$ cat config.mk
export PLATFORM = sky130hd
export DESIGN_NAME = dcache_data_sched
export DESIGN_NICKNAME = d
export VERILOG_FILES = /design/src/rtl/dcache_data_sched.sv
export SDC_FILE = /design/constraint.sdc
export NUM_CORES = 1
export LEC_CHECK = 0
export CORE_AREA = 2 2 190 192
export CTS_CLUSTER_DIAMETER = 150
export CTS_CLUSTER_SIZE = 20
export DETAILED_ROUTE_END_ITERATION = 16
export DIE_AREA = 0 0 192 194
export PLACE_DENSITY_LB_ADDON = 0.12
export SKIP_LAST_GASP = 1
export SYNTH_ARGS = -nofsm -noshare
export SYNTH_HDL_FRONTEND = slang
export SYNTH_SLANG_ARGS = --single-unit
$ cat constraint.sdc
create_clock -name clk -period 5.19 [get_ports clk]
set_clock_uncertainty 0.2 [all_clocks]
set_input_delay 1.038 -clock clk [delete_from_list [all_inputs] [get_ports clk]]
set_output_delay 1.038 -clock clk [all_outputs]
set_load 0.03 [all_outputs]
$ cat src/rtl/dcache_data_sched.sv
// Single-port scheduler for one D-cache data way: arbitrates refill commits, CPU stores and
// CPU loads onto one BRAM address port, and assembles refill beats into a full-line write.
module dcache_data_sched #(
    parameter int unsigned ADDR_WIDTH = 10,
    parameter int unsigned BEATS      = 8
) (
    input  logic                    clk,
    input  logic                    rst,
    input  logic                    cpu_rd_req,
    input  logic [ADDR_WIDTH-1:0]   cpu_rd_addr,
    output logic                    cpu_rd_grant,
    output logic                    cpu_rd_valid,
    output logic [31:0]             cpu_rd_data,
    input  logic                    cpu_st_req,
    input  logic [ADDR_WIDTH-1:0]   cpu_st_addr,
    input  logic [3:0]              cpu_st_ben,
    input  logic [31:0]             cpu_st_data,
    output logic                    cpu_st_ready,
    input  logic                    rf_start,
    input  logic [ADDR_WIDTH-1:0]   rf_addr,
    input  logic                    rf_beat_valid,
    input  logic [31:0]             rf_beat_data,
    input  logic                    rf_beat_last,
    output logic                    rf_beat_ready,
    output logic                    rf_busy,
    output logic                    rf_done,
    output logic                    rf_err,
    output logic [ADDR_WIDTH-1:0]   bram_raddr,
    output logic                    bram_re,
    output logic [ADDR_WIDTH-1:0]   bram_waddr,
    output logic                    bram_we,
    output logic                    bram_store,
    output logic                    bram_hit_write,
    output logic [3:0]              bram_byte_ben,
    output logic [31:0]             bram_din,
    output logic [32*BEATS-1:0]     bram_din_all,
    input  logic [31:0]             bram_dout
);

    typedef enum logic [1:0] {RfIdle, RfFill, RfCommit} rf_state_e;

    rf_state_e                       state_q, state_d;
    logic [ADDR_WIDTH-4:0]           line_q, line_d;
    logic [2:0]                      crit_q, crit_d;
    logic [2:0]                      cnt_q, cnt_d;
    logic [2:0]                      widx;
    logic [BEATS-1:0][31:0]          buf_q, buf_d;
    logic                            rd_valid_q;
    logic                            done_q;

    logic busy, fill, commit;
    logic st_hazard, rd_hazard;
    logic st_issue, ld_issue, commit_issue, beat_acc;

    always_comb begin
        busy         = (state_q != RfIdle);
        fill         = (state_q == RfFill);
        commit       = (state_q == RfCommit);
        st_hazard    = busy && (cpu_st_addr[ADDR_WIDTH-1:3] == line_q);
        rd_hazard    = busy && (cpu_rd_addr[ADDR_WIDTH-1:3] == line_q);
        commit_issue = !rst && commit;
        st_issue     = !rst && cpu_st_req && !commit && !st_hazard;
        // Single address port: a store issuing this cycle always displaces the load.
        ld_issue     = !rst && cpu_rd_req && !commit && !st_issue && !rd_hazard;
        beat_acc     = !rst && fill && rf_beat_valid;
        widx         = crit_q + cnt_q;
    end

    always_comb begin
        state_d = state_q;
        line_d  = line_q;
        crit_d  = crit_q;
        cnt_d   = cnt_q;
        buf_d   = buf_q;
        unique case (state_q)
            RfIdle: begin
                if (rf_start) begin
                    line_d  = rf_addr[ADDR_WIDTH-1:3];
                    crit_d  = rf_addr[2:0];
                    cnt_d   = 3'd0;
                    state_d = RfFill;
                end
            end
            RfFill: begin
                if (rf_beat_valid) begin
                    buf_d[widx] = rf_beat_data;
                    cnt_d       = cnt_q + 3'd1;
                    if (cnt_q == 3'd7) begin
                        state_d = RfCommit;
                    end
                end
            end
            RfCommit: state_d = RfIdle;
            default:  state_d = RfIdle;
        endcase
    end

    always_ff @(posedge clk) begin
        if (rst) begin
            state_q    <= RfIdle;
            line_q     <= '0;
            crit_q     <= 3'd0;
            cnt_q      <= 3'd0;
            rd_valid_q <= 1'b0;
            done_q     <= 1'b0;
        end else begin
            state_q    <= state_d;
            line_q     <= line_d;
            crit_q     <= crit_d;
            cnt_q      <= cnt_d;
            rd_valid_q <= ld_issue;
            done_q     <= commit;
        end
    end

    // Line buffer carries no reset; its contents only matter once all beats have landed.
    always_ff @(posedge clk) begin
        buf_q <= buf_d;
    end

    always_comb begin
        cpu_rd_grant   = ld_issue;
        cpu_rd_valid   = !rst && rd_valid_q;
        cpu_rd_data    = bram_dout;
        cpu_st_ready   = st_issue;
        rf_beat_ready  = !rst && fill;
        rf_busy        = !rst && busy;
        rf_done        = !rst && done_q;
        rf_err         = beat_acc && (rf_beat_last != (cnt_q == 3'd7));
        bram_re        = ld_issue;
        bram_raddr     = ld_issue ? cpu_rd_addr : '0;
        bram_we        = 1'b0;
        bram_store     = 1'b0;
        bram_hit_write = 1'b0;
        bram_waddr     = '0;
        bram_byte_ben  = 4'b0000;
        bram_din       = 32'h0;
        bram_din_all   = '0;
        if (commit_issue) begin
            bram_we        = 1'b1;
            bram_hit_write = 1'b1;
            bram_waddr     = {line_q, 3'b000};
            bram_din_all   = buf_q;
        end else if (st_issue) begin
            bram_we       = 1'b1;
            bram_store    = 1'b1;
            bram_waddr    = cpu_st_addr;
            bram_byte_ben = cpu_st_ben;
            bram_din      = cpu_st_data;
        end
    end

endmodule

==> flow_summary.ini <==
[cts]
cts_buffers = 17
cts_root_buf = clkbuf_16
cts_setup_buffers = 0
cts_tree = done
ctsResizeCount = 0
h-tree-depth = 1
worstSkewPairLatency_ns = 0.49
cts.clk_slew.worst_paths_ns = 0.07
cts_buffer_depth = 3
clock_sinks = 273
cts_hold_buf = 0

[detailed_routing]
drc = 0
via_per_inst = 4.38
postRouteWirelength_um = 32800
drtPass1Iterations = 6
ant_nets = 0
wl_per_cell_um = 20.3
drt_iter0_markers = 360
dr_total_vias = 7080

[synth]
syn-num-nets = 901
ys_seq_area_frac = 0.723
yosys.area.top_type = edfxtp_1
ys_ff_latch = 273
syn_avg_cell_area_um2 = 14.6
mappedNetlistArea_um2 = 11100
synth.area.top_cells = edfxtp_1 69%, and2_1 17%, dfxtp_1 3.1%
synthCells = 760
synth_edf_count = 256
synth.distinct_cells = 32
synth.top_cell.area_share = 0.693
synthArstFlopShare = 0
ys_warn_count = 0
synth_top_flop_cell = edfxtp_1

[grt]
grt_pass1_vias = 7216
antenna_found_initial = 0
grt.overflow.total = 0
grt_usage = 0.172
grt_pass1_wl_um = 47700
grt_max_degree = 164

[power]
powerDensity_nw_per_um2 = 249
power_leakage_nw = 5.69
vdd_ir_drop_max_mv = 0.188

[sta]
hold_viol = 0
period_minus_slack_ns = 4.69
setup_viol = 0
slew_violations = 0
final.setup.tns_ns = 0
worst_pin_slew_ns = 1.06
max-slew-margin-rel = 0.290
rsz0062_at_grt = no
hold_slack_ns = 0.279
fin_crit_sh = 0.904
fmax_mhz = 213

[cells_and_area]
insertedDiodeCount = 0
nets = 1293
drive_above_1_share = 0.141
fillCellCount = 3202
fin_util = 0.458
final_cells = 1617
area_growth_pct = 45.4
final_cell_area_um2 = 16100

[status]
status = completed

[worst_setup_path]
end_kind = output pin
critPathArrivalTime_ns = 3.45
crit_chain = clkdlybuf4s50_1 -> xor2_1 -> or4_1 -> o211a_1 -> nor3_1 -> clkdlybuf4s50_1
critical_path_buf_inv_count = 2
crit_path_max_fanout = 2
worst_setup_path_start_kind = input pin
crit_type = input pin to output pin
cpMostUsedCell = clkdlybuf4s50_1
crit_family = buffers and inverters
required_ns = 3.95
critPathSlowestCell = clkdlybuf4s50_1
crit_path_max_incr_delay_ns = 0.74

[hold_path]
worstHoldPathType = flip-flop to flip-flop

[die]
die-area_um2 = 37200
start_util = 0.315
die_w_um = 192
rows = 69
die_height_um = 194
io_pins = 492
coreArea_um2 = 35200

[place]
hpwl_um = 23400
dp_cells = 1594
postPlaceCellArea_um2 = 15700
port_buffers = 427
routabilityCongestion = 0.780

[flow_run]
drv_cap = 0
## cells by family (layout without fill, tap and decap cells)
family,Yosys count,after routing,synth area share
DFF,273,273,0.723
adders and majority gates,4,4,0.00519
xor gates and xnor gates,18,18,0.0142
AOI/OAI and AO/OA,24,24,0.0147
buffers and inverters,73,469,0.0366
and+or+nand+nor,368,368,0.206
## metrics by stage
| stage | setup slack (ns) | power [W] |
|---|---|---|
| floorplan | 0.0892 | 0.00265 |
| global placement | 0.495 | 0.00278 |
| detailed placement | 0.492 | 0.00278 |
| CTS | 0.479 | 0.00408 |
| global route | 0.408 | 0.00416 |
| finish | 0.500 | 0.00402 |
## registers in the layout, summed over array words and instances, names as in the netlist
| name | cells |
|---|---|
| buf_q | 256 |
| cnt_q | 3 |
| crit_q | 3 |
| done_q | 1 |
| line_q | 7 |
| rd_valid_q | 1 |
| state_q | 2 |
## cells in the mapped netlist, types with 2 or more instances
master    count
edfxtp_1    256
o211a_1       2
a22o_1        7
and2_0        3
buf_1         2
nor4b_2      10
and2_1      293
nor2b_1       3
ha_1          3
nor3b_1       2
nand2_1      27
xor2_1        5
clkbuf_1     36
a22oi_1       2
a21oi_1      11
nand4_1       2
nor4_1        3
xnor2_1      13
nor3_1        5
nor2_1       15
buf_4        33
dfxtp_1      17
## routing by layer
layer,wire length [um],up-vias,GRT usage
met5,0,-,0
met4,1150,0,0.0619
met3,2580,65,0.0442
met2,16900,279,0.313
met1,12200,3381,0.193
li1,-,3355,-
## final cells by class
type / instances / area, um^2 / share of cell area
clock inverter: 2 / 17.5 / 0.00109
timing repair buffer: 446 / 4340 / 0.269
clock buffer: 21 / 440 / 0.0273
tap: 461 / 577 / 0.0358
sequential: 273 / 8030 / 0.498
multi-input combinational: 414 / 2730 / 0.169
## worst min-delay path, cell delays in order, from the launching register on
cell	delay, ns
dfxtp_1	0.33
nand2_1	0.06
a21oi_1	0.05
## cells in the final DEF, fill, tap and decap left out, types with 3 or more instances in the layout
| cell type | count |
|---|---|
| xor2_1 | 5 |
| and2_1 | 293 |
| ha_1 | 3 |
| nor2_1 | 10 |
| nor3_1 | 3 |
| nand2_1 | 27 |
| clkbuf_16 | 17 |
| nor2_4 | 5 |
| nor4_2 | 3 |
| and2_0 | 3 |
| buf_4 | 109 |
| edfxtp_1 | 256 |
| nor4b_2 | 10 |
| a21oi_1 | 11 |
| buf_12 | 15 |
| a22o_1 | 7 |
| clkdlybuf4s50_1 | 322 |
| xnor2_1 | 13 |
| dfxtp_1 | 17 |
| clkbuf_1 | 4 |
| nor2b_1 | 3 |
## report_power, final
part           total [W]  switching (W)  internal (W)
Clock            0.00129       0.000688      0.000605
Combinational   0.000282       0.000150      0.000132
Sequential       0.00244      0.0000112       0.00243
## worst paths after layout
| kind | start | end | slack (ns) | depth (start not counted) |
|---|---|---|---|---|
| hold / removal | crit_q[0]$_SDFFE_PP0P_ | crit_q[0]$_SDFFE_PP0P_ | 0.28 | 2 |
| setup / recovery | cpu_st_addr[9] | cpu_rd_grant | 0.50 | 6 |
| hold reg to reg | crit_q[0]$_SDFFE_PP0P_ | crit_q[0]$_SDFFE_PP0P_ | 0.28 | 2 |
| setup reg to reg | cnt_q[0]$_SDFFE_PP0P_ | buf_q[121]$_DFFE_PP_ | 1.85 | 7 |
No activity file was read; power rests on OpenSTA's default activity.
